===== config.mk =====
export PLATFORM = sky130hd
export DESIGN_NAME = control_sequencer
export DESIGN_NICKNAME = d
export VERILOG_FILES = /design/src/rtl/control_sequencer.sv
export SDC_FILE = /design/constraint.sdc
export NUM_CORES = 1
export LEC_CHECK = 0
export BUFFER_PORTS_ARGS = -buffer_cell sky130_fd_sc_hd__buf_2
export CELL_PAD_IN_SITES_DETAIL_PLACEMENT = 1
export CELL_PAD_IN_SITES_GLOBAL_PLACEMENT = 1
export CORE_MARGIN = 10
export CORE_UTILIZATION = 37
export DETAILED_ROUTE_END_ITERATION = 8
export GPL_TIMING_DRIVEN = 0
export HOLD_SLACK_MARGIN = 0.03
export PLACE_DENSITY = 0.87
export SYNTH_ARGS = -nofsm -noshare
export SYNTH_HDL_FRONTEND = slang
export SYNTH_SLANG_ARGS = --single-unit

===== constraint.sdc =====
create_clock -name clk -period 1.7 [get_ports clk]
set_input_delay 0.085 -clock clk [delete_from_list [all_inputs] [get_ports clk]]
set_output_delay 0.085 -clock clk [all_outputs]
set_load 0.05 [all_outputs]

===== src/rtl/control_sequencer.sv =====
// Hardwired fetch/execute sequencer for CPU_Datapath: steps T0-T6 per instruction and
// decodes the IR into one-hot register enables, ALU select and datapath strobes.
module control_sequencer #(
   parameter int unsigned NREG         = 16,
   parameter int unsigned DIV_WAIT_MAX = 40
) (
   input  logic            clk,
   input  logic            clr,
   input  logic            run,
   input  logic [31:0]     ir,
   input  logic            mem_rdy,
   input  logic            alu_done,
   output logic [NREG-1:0] reg_in,
   output logic [NREG-1:0] reg_out,
   output logic            pc_out,
   output logic            mar_in,
   output logic            inc_pc,
   output logic            pc_in,
   output logic            read,
   output logic            mdr_in,
   output logic            mdr_out,
   output logic            ir_in,
   output logic            y_in,
   output logic            z_in,
   output logic            zlo_out,
   output logic            zhi_out,
   output logic            lo_in,
   output logic            hi_in,
   output logic [4:0]      alu_sel,
   output logic            illegal,
   output logic            halted
);

   localparam int unsigned CW = (DIV_WAIT_MAX > 1) ? $clog2(DIV_WAIT_MAX) : 1;
   localparam logic [CW-1:0] CNT_LAST = CW'(DIV_WAIT_MAX - 1);

   // T1W is the mem_rdy wait after the first T1 cycle, so pc_in pulses only once
   typedef enum logic [3:0] {
      S_IDLE, S_T0, S_T1, S_T1W, S_T2, S_T3, S_T4, S_T5, S_T6, S_DABT, S_HALT
   } state_t;

   typedef enum logic [2:0] {
      C_BIN, C_UN, C_MUL, C_DIV, C_NOP, C_HALT, C_ILL
   } cls_t;

   state_t        state_q, state_d;
   cls_t          cls_q;
   cls_t          cls_ir;
   logic [4:0]    op_q;
   logic [3:0]    ra_q, rb_q, rc_q;
   logic [CW-1:0] div_cnt;
   state_t        end_state;
   logic          unused_ir;

   function automatic cls_t classify(input logic [4:0] op);
      cls_t c;
      if (op <= 5'd10)                    c = C_BIN;
      else if (op == 5'd14)               c = C_MUL;
      else if (op == 5'd15)               c = C_DIV;
      else if (op == 5'd16 || op == 5'd17) c = C_UN;
      else if (op == 5'd26)               c = C_NOP;
      else if (op == 5'd27)               c = C_HALT;
      else                                c = C_ILL;
      return c;
   endfunction

   function automatic logic [NREG-1:0] onehot(input logic [3:0] idx);
      return NREG'(1) << idx;
   endfunction

   assign cls_ir    = classify(ir[31:27]);
   assign end_state = run ? S_T0 : S_IDLE;
   assign unused_ir = &{1'b0, ir[14:0]};

   always_ff @(posedge clk or negedge clr) begin
      if (!clr) state_q <= S_IDLE;
      else      state_q <= state_d;
   end

   // IR is only valid once T3 is entered, so fields are captured at the end of T3
   always_ff @(posedge clk or negedge clr) begin
      if (!clr) begin
         cls_q <= C_NOP;
         op_q  <= '0;
         ra_q  <= '0;
         rb_q  <= '0;
         rc_q  <= '0;
      end else if (state_q == S_T3) begin
         cls_q <= cls_ir;
         op_q  <= ir[31:27];
         ra_q  <= ir[26:23];
         rb_q  <= ir[22:19];
         rc_q  <= ir[18:15];
      end
   end

   always_ff @(posedge clk or negedge clr) begin
      if (!clr) begin
         div_cnt <= '0;
      end else if (state_q == S_T4 && cls_q == C_DIV) begin
         if (div_cnt != CNT_LAST) div_cnt <= div_cnt + CW'(1);
      end else begin
         div_cnt <= '0;
      end
   end

   always_comb begin
      state_d = state_q;
      unique case (state_q)
         S_IDLE: if (run) state_d = S_T0;
         S_T0:   state_d = S_T1;
         S_T1,
         S_T1W:  state_d = mem_rdy ? S_T2 : S_T1W;
         S_T2:   state_d = S_T3;
         S_T3: begin
            unique case (cls_ir)
               C_BIN, C_UN, C_MUL, C_DIV: state_d = S_T4;
               C_HALT:                    state_d = S_HALT;
               default:                   state_d = end_state;
            endcase
         end
         S_T4: begin
            unique case (cls_q)
               C_BIN, C_MUL: state_d = S_T5;
               C_DIV: begin
                  if (alu_done)                 state_d = S_T5;
                  else if (div_cnt == CNT_LAST) state_d = S_DABT;
                  else                          state_d = S_T4;
               end
               default: state_d = end_state;
            endcase
         end
         S_T5: begin
            if (cls_q == C_MUL || cls_q == C_DIV) state_d = S_T6;
            else                                  state_d = end_state;
         end
         S_T6,
         S_DABT: state_d = end_state;
         S_HALT: state_d = S_HALT;
         default: state_d = S_IDLE;
      endcase
   end

   always_comb begin
      reg_in  = '0;
      reg_out = '0;
      alu_sel = '0;
      pc_out  = 1'b0;
      mar_in  = 1'b0;
      inc_pc  = 1'b0;
      pc_in   = 1'b0;
      read    = 1'b0;
      mdr_in  = 1'b0;
      mdr_out = 1'b0;
      ir_in   = 1'b0;
      y_in    = 1'b0;
      z_in    = 1'b0;
      zlo_out = 1'b0;
      zhi_out = 1'b0;
      lo_in   = 1'b0;
      hi_in   = 1'b0;
      illegal = 1'b0;
      halted  = 1'b0;
      unique case (state_q)
         S_T0: begin
            pc_out = 1'b1;
            mar_in = 1'b1;
            inc_pc = 1'b1;
            z_in   = 1'b1;
         end
         S_T1: begin
            zlo_out = 1'b1;
            pc_in   = 1'b1;
            read    = 1'b1;
            mdr_in  = 1'b1;
         end
         S_T1W: begin
            zlo_out = 1'b1;
            read    = 1'b1;
            mdr_in  = 1'b1;
         end
         S_T2: begin
            mdr_out = 1'b1;
            ir_in   = 1'b1;
         end
         S_T3: begin
            unique case (cls_ir)
               C_BIN: begin
                  reg_out = onehot(ir[22:19]);
                  y_in    = 1'b1;
               end
               C_UN: begin
                  reg_out = onehot(ir[22:19]);
                  alu_sel = ir[31:27];
                  z_in    = 1'b1;
               end
               C_MUL, C_DIV: begin
                  reg_out = onehot(ir[26:23]);
                  y_in    = 1'b1;
               end
               C_ILL:   illegal = 1'b1;
               default: ;
            endcase
         end
         S_T4: begin
            unique case (cls_q)
               C_BIN: begin
                  reg_out = onehot(rc_q);
                  alu_sel = op_q;
                  z_in    = 1'b1;
               end
               C_UN: begin
                  zlo_out = 1'b1;
                  reg_in  = onehot(ra_q);
               end
               C_MUL, C_DIV: begin
                  reg_out = onehot(rb_q);
                  alu_sel = op_q;
                  z_in    = 1'b1;
               end
               default: ;
            endcase
         end
         S_T5: begin
            unique case (cls_q)
               C_BIN: begin
                  zlo_out = 1'b1;
                  reg_in  = onehot(ra_q);
               end
               C_MUL, C_DIV: begin
                  zlo_out = 1'b1;
                  lo_in   = 1'b1;
               end
               default: ;
            endcase
         end
         S_T6: begin
            zhi_out = 1'b1;
            hi_in   = 1'b1;
         end
         S_DABT:  illegal = 1'b1;
         S_HALT:  halted  = 1'b1;
         default: ;
      endcase
   end

endmodule


==> out/metrics.yaml <==
run_status:
  status: "finished with violations"
  violations: "negative setup slack"
timing:
  tns_ns: -15.56
  rsz0062_at_grt: "true"
  worstMarginPinSlew_ns: 1.108
  max_freq_ghz: 0.4333
  min_period_ns: 2.308
  hold_violations: 0
  setup_viol: 56
  min_period_over_period_pct: 135.8
  drv_slew: 0
  relSlewSlack_pct: 25.80
  clock_skew_ns: 0.01811
  fin_ws_ns: -0.6081
yosys:
  avgSynthCellArea_um2: 9.284
  synthTopCellsByArea: "dfrtp_1 (30%), mux2_2 (9.2%), nor2_1 (3.8%)"
  ys_top_cells_by_count: "dfrtp_1 (29), nor2_1 (25), mux2_2 (20)"
  synth_cells: 264
  seq_area_frac_synth_pct: 30.68
  syn_area_um2: 2451
  async_flop_share_pct: 100.0
  ys_seq_elements: 30
  yosys_warnings: 0
  synth_most_common_cell: "dfrtp_1"
  synth_edf_count: 0
  synthFlopType: "dfrtp_1"
  syn_nets: 302
  ys_types: 60
  yosysTopAreaCellShare_pct: 29.61
  synth_area_leader_cell: "dfrtp_1"
power:
  vdd_drop_max_uv: 1131
  powerDensity_nw_per_um2: 1562
  finalPower_mw: 7.045
  leakage_nw: 1.832
cts:
  clk_pin_slew_ns: 0.08
  clockBufferDepth: 2
  cts-root-buf: "clkbuf_8"
  worstSkewPairLatency_ns: 0.30
  cts_sinks: 30
  htreeDepth: 2
  cts_buffers: 5
  cts_tree: "built"
final_layout:
  multi_input_area_um2: 2228
  fillers: 632
  final_cells: 463
  postLayoutCellArea_um2: 4511
  syn2layout_area_growth_pct: 84.02
  drive_gt1_share_pct: 66.32
  nNetsFinal: 423
  diodes: 0
  seq_area_um2: 755.7
critical_path:
  end_kind: "output port"
  crit_family: "simple AND/OR/NAND/NOR gates"
  cp-start-kind: "register"
  worstPathMaxFanout: 8
  crit_path_top_delay_cell: "dfrtp_2"
  worstPathArrival_ns: 2.22
  cp.buffers_inverters: 2
  cp-startpoint: "cls_q[1]"
  cp.required_ns: 1.62
  max_stage_delay_ns: 0.51
  r2r-start: "cls_q[1]"
  crit_chain: "nand2b_4, buf_12, nor3b_1, o21ai_4, o32ai_4, buf_6"
  crit_type: "register to output port"
min_path:
  hold_class: "input port to register"
  worstHoldStart: "alu_done"
floorplanning:
  die_w_um: 101.4
  start_util_pct: 38.38
  rows: 29
  die_y_um: 101.4
  die-area_um2: 10280
  core_area_um2: 6386
  ios: 90
place:
  place.gp.congestion: 0.7943
  port_buffers: 73
  placed_cell_area_um2: 3284
  dp_cells: 414
  pre_cts_ws_ns: -0.4319
  dp_hpwl_mm: 6.695
job:
  drv_cap: 0
drt:
  detail_route.wl_per_cell_um: 31.19
  ant_nets: 0
  drt_iter0_drc: 182
  routed_wl_mm: 14.44
  viasPerCell: 6.356
  drcViolationCount: 0
  first_pass_iters: 6
  vias: 2943
global_routing:
  grt_max_degree: 31
  overflow: 0
  grt_pass1_wl_mm: 16.62
  track_usage_pct: 20.55
  antenna_found_initial: 0
  grt_pass1_vias: 2844
[logic make-up after synthesis]
group	count (synthesis)	share of synthesized area, %
compound gates	55	15.67
xor+xnor	6	2.144
fa+ha+maj	1	0.5104
buf+inv	26	7.759
flops	30	30.68
mux	27	13.37
simple gates	119	29.86
[report_power, final]
group	leakage [nW]	total, mW	switching, mW	internal [mW]
clock	0.0482	0.625	0.298	0.327
combinational	1.42	4.83	2.74	2.10
sequential	0.368	1.59	0.577	1.01
total	1.83	7.04	3.61	3.43
[repair_timing]
item	in CTS	in global routing
hold endpoints to repair	29	0
pin swaps	22	31
hold buffers	1	0
setup buffers	18	24
gates resized for setup	128	87
setup endpoints to repair	45	65
[through the flow]
| step | hold WS (ns) | utilization [%] |
|---|---|---|
| after global routing | 0.03098 | 70.63 |
| final | 0.02944 | 70.63 |
| after detailed placement | 0.1624 | 51.43 |
| after global placement | 0.1507 | 51.43 |
| after floorplan | -0.2106 | - |
| after CTS | 0.03209 | 62.26 |
[path summary, 6_finish.rpt]
path / slack, ns / cells after the start / end
worst min register to register: 0.51 / 1 / op_q[1]
worst max register to register: -0.15 / 6 / state_q[0]
worst min-delay path: 0.03 / 2 / state_q[3]
min in group asynchronous: 0.38 / 2 / div_cnt[2]
max in group asynchronous: 0.81 / 2 / state_q[1]
worst max-delay path: -0.61 / 6 / reg_out[13]
[layout make-up]
class / count / share of cell area [%]
Inverter: 5 / 0.4161
Tap cell: 77 / 2.136
Sequential cell: 30 / 16.75
Clock buffer: 7 / 1.914
Clock inverter: 1 / 0.1110
Buffer: 21 / 4.965
Multi-Input combinational cell: 208 / 49.40
Timing Repair Buffer: 114 / 24.30
[metal layers]
metal | routed length [µm] | part of all wire [%] | global-route usage (%)
met5 | 0 | 0 | 0
met4 | 691 | 4.8 | 8.253
met3 | 841 | 5.8 | 4.765
met2 | 7718 | 53 | 37.45
met1 | 5187 | 36 | 22.28
[sequential cells by signal (all words and copies together), names as in the netlist]
signal and flops:
cls_q 3, div_cnt 6, op_q 5, ra_q 4, rb_q 4, rc_q 4, state_q 4
[cells in the final DEF, fill, tap and decap left out, types with 6 or more instances in the layout]
cell type / netlist / layout
a21oi_1: 7 / 6
buf_12: 0 / 7
buf_2: 4 / 25
buf_4: 9 / 36
buf_6: 7 / 49
buf_8: 0 / 13
clkbuf_8: 0 / 6
dfrtp_1: 29 / 26
mux2_2: 20 / 18
mux2i_4: 2 / 6
nand2_1: 16 / 7
nand2b_1: 11 / 6
nand2b_4: 1 / 6
nor2_1: 25 / 15
nor3_2: 0 / 7
o22ai_4: 0 / 14
Power figures use the tool's default switching activity.
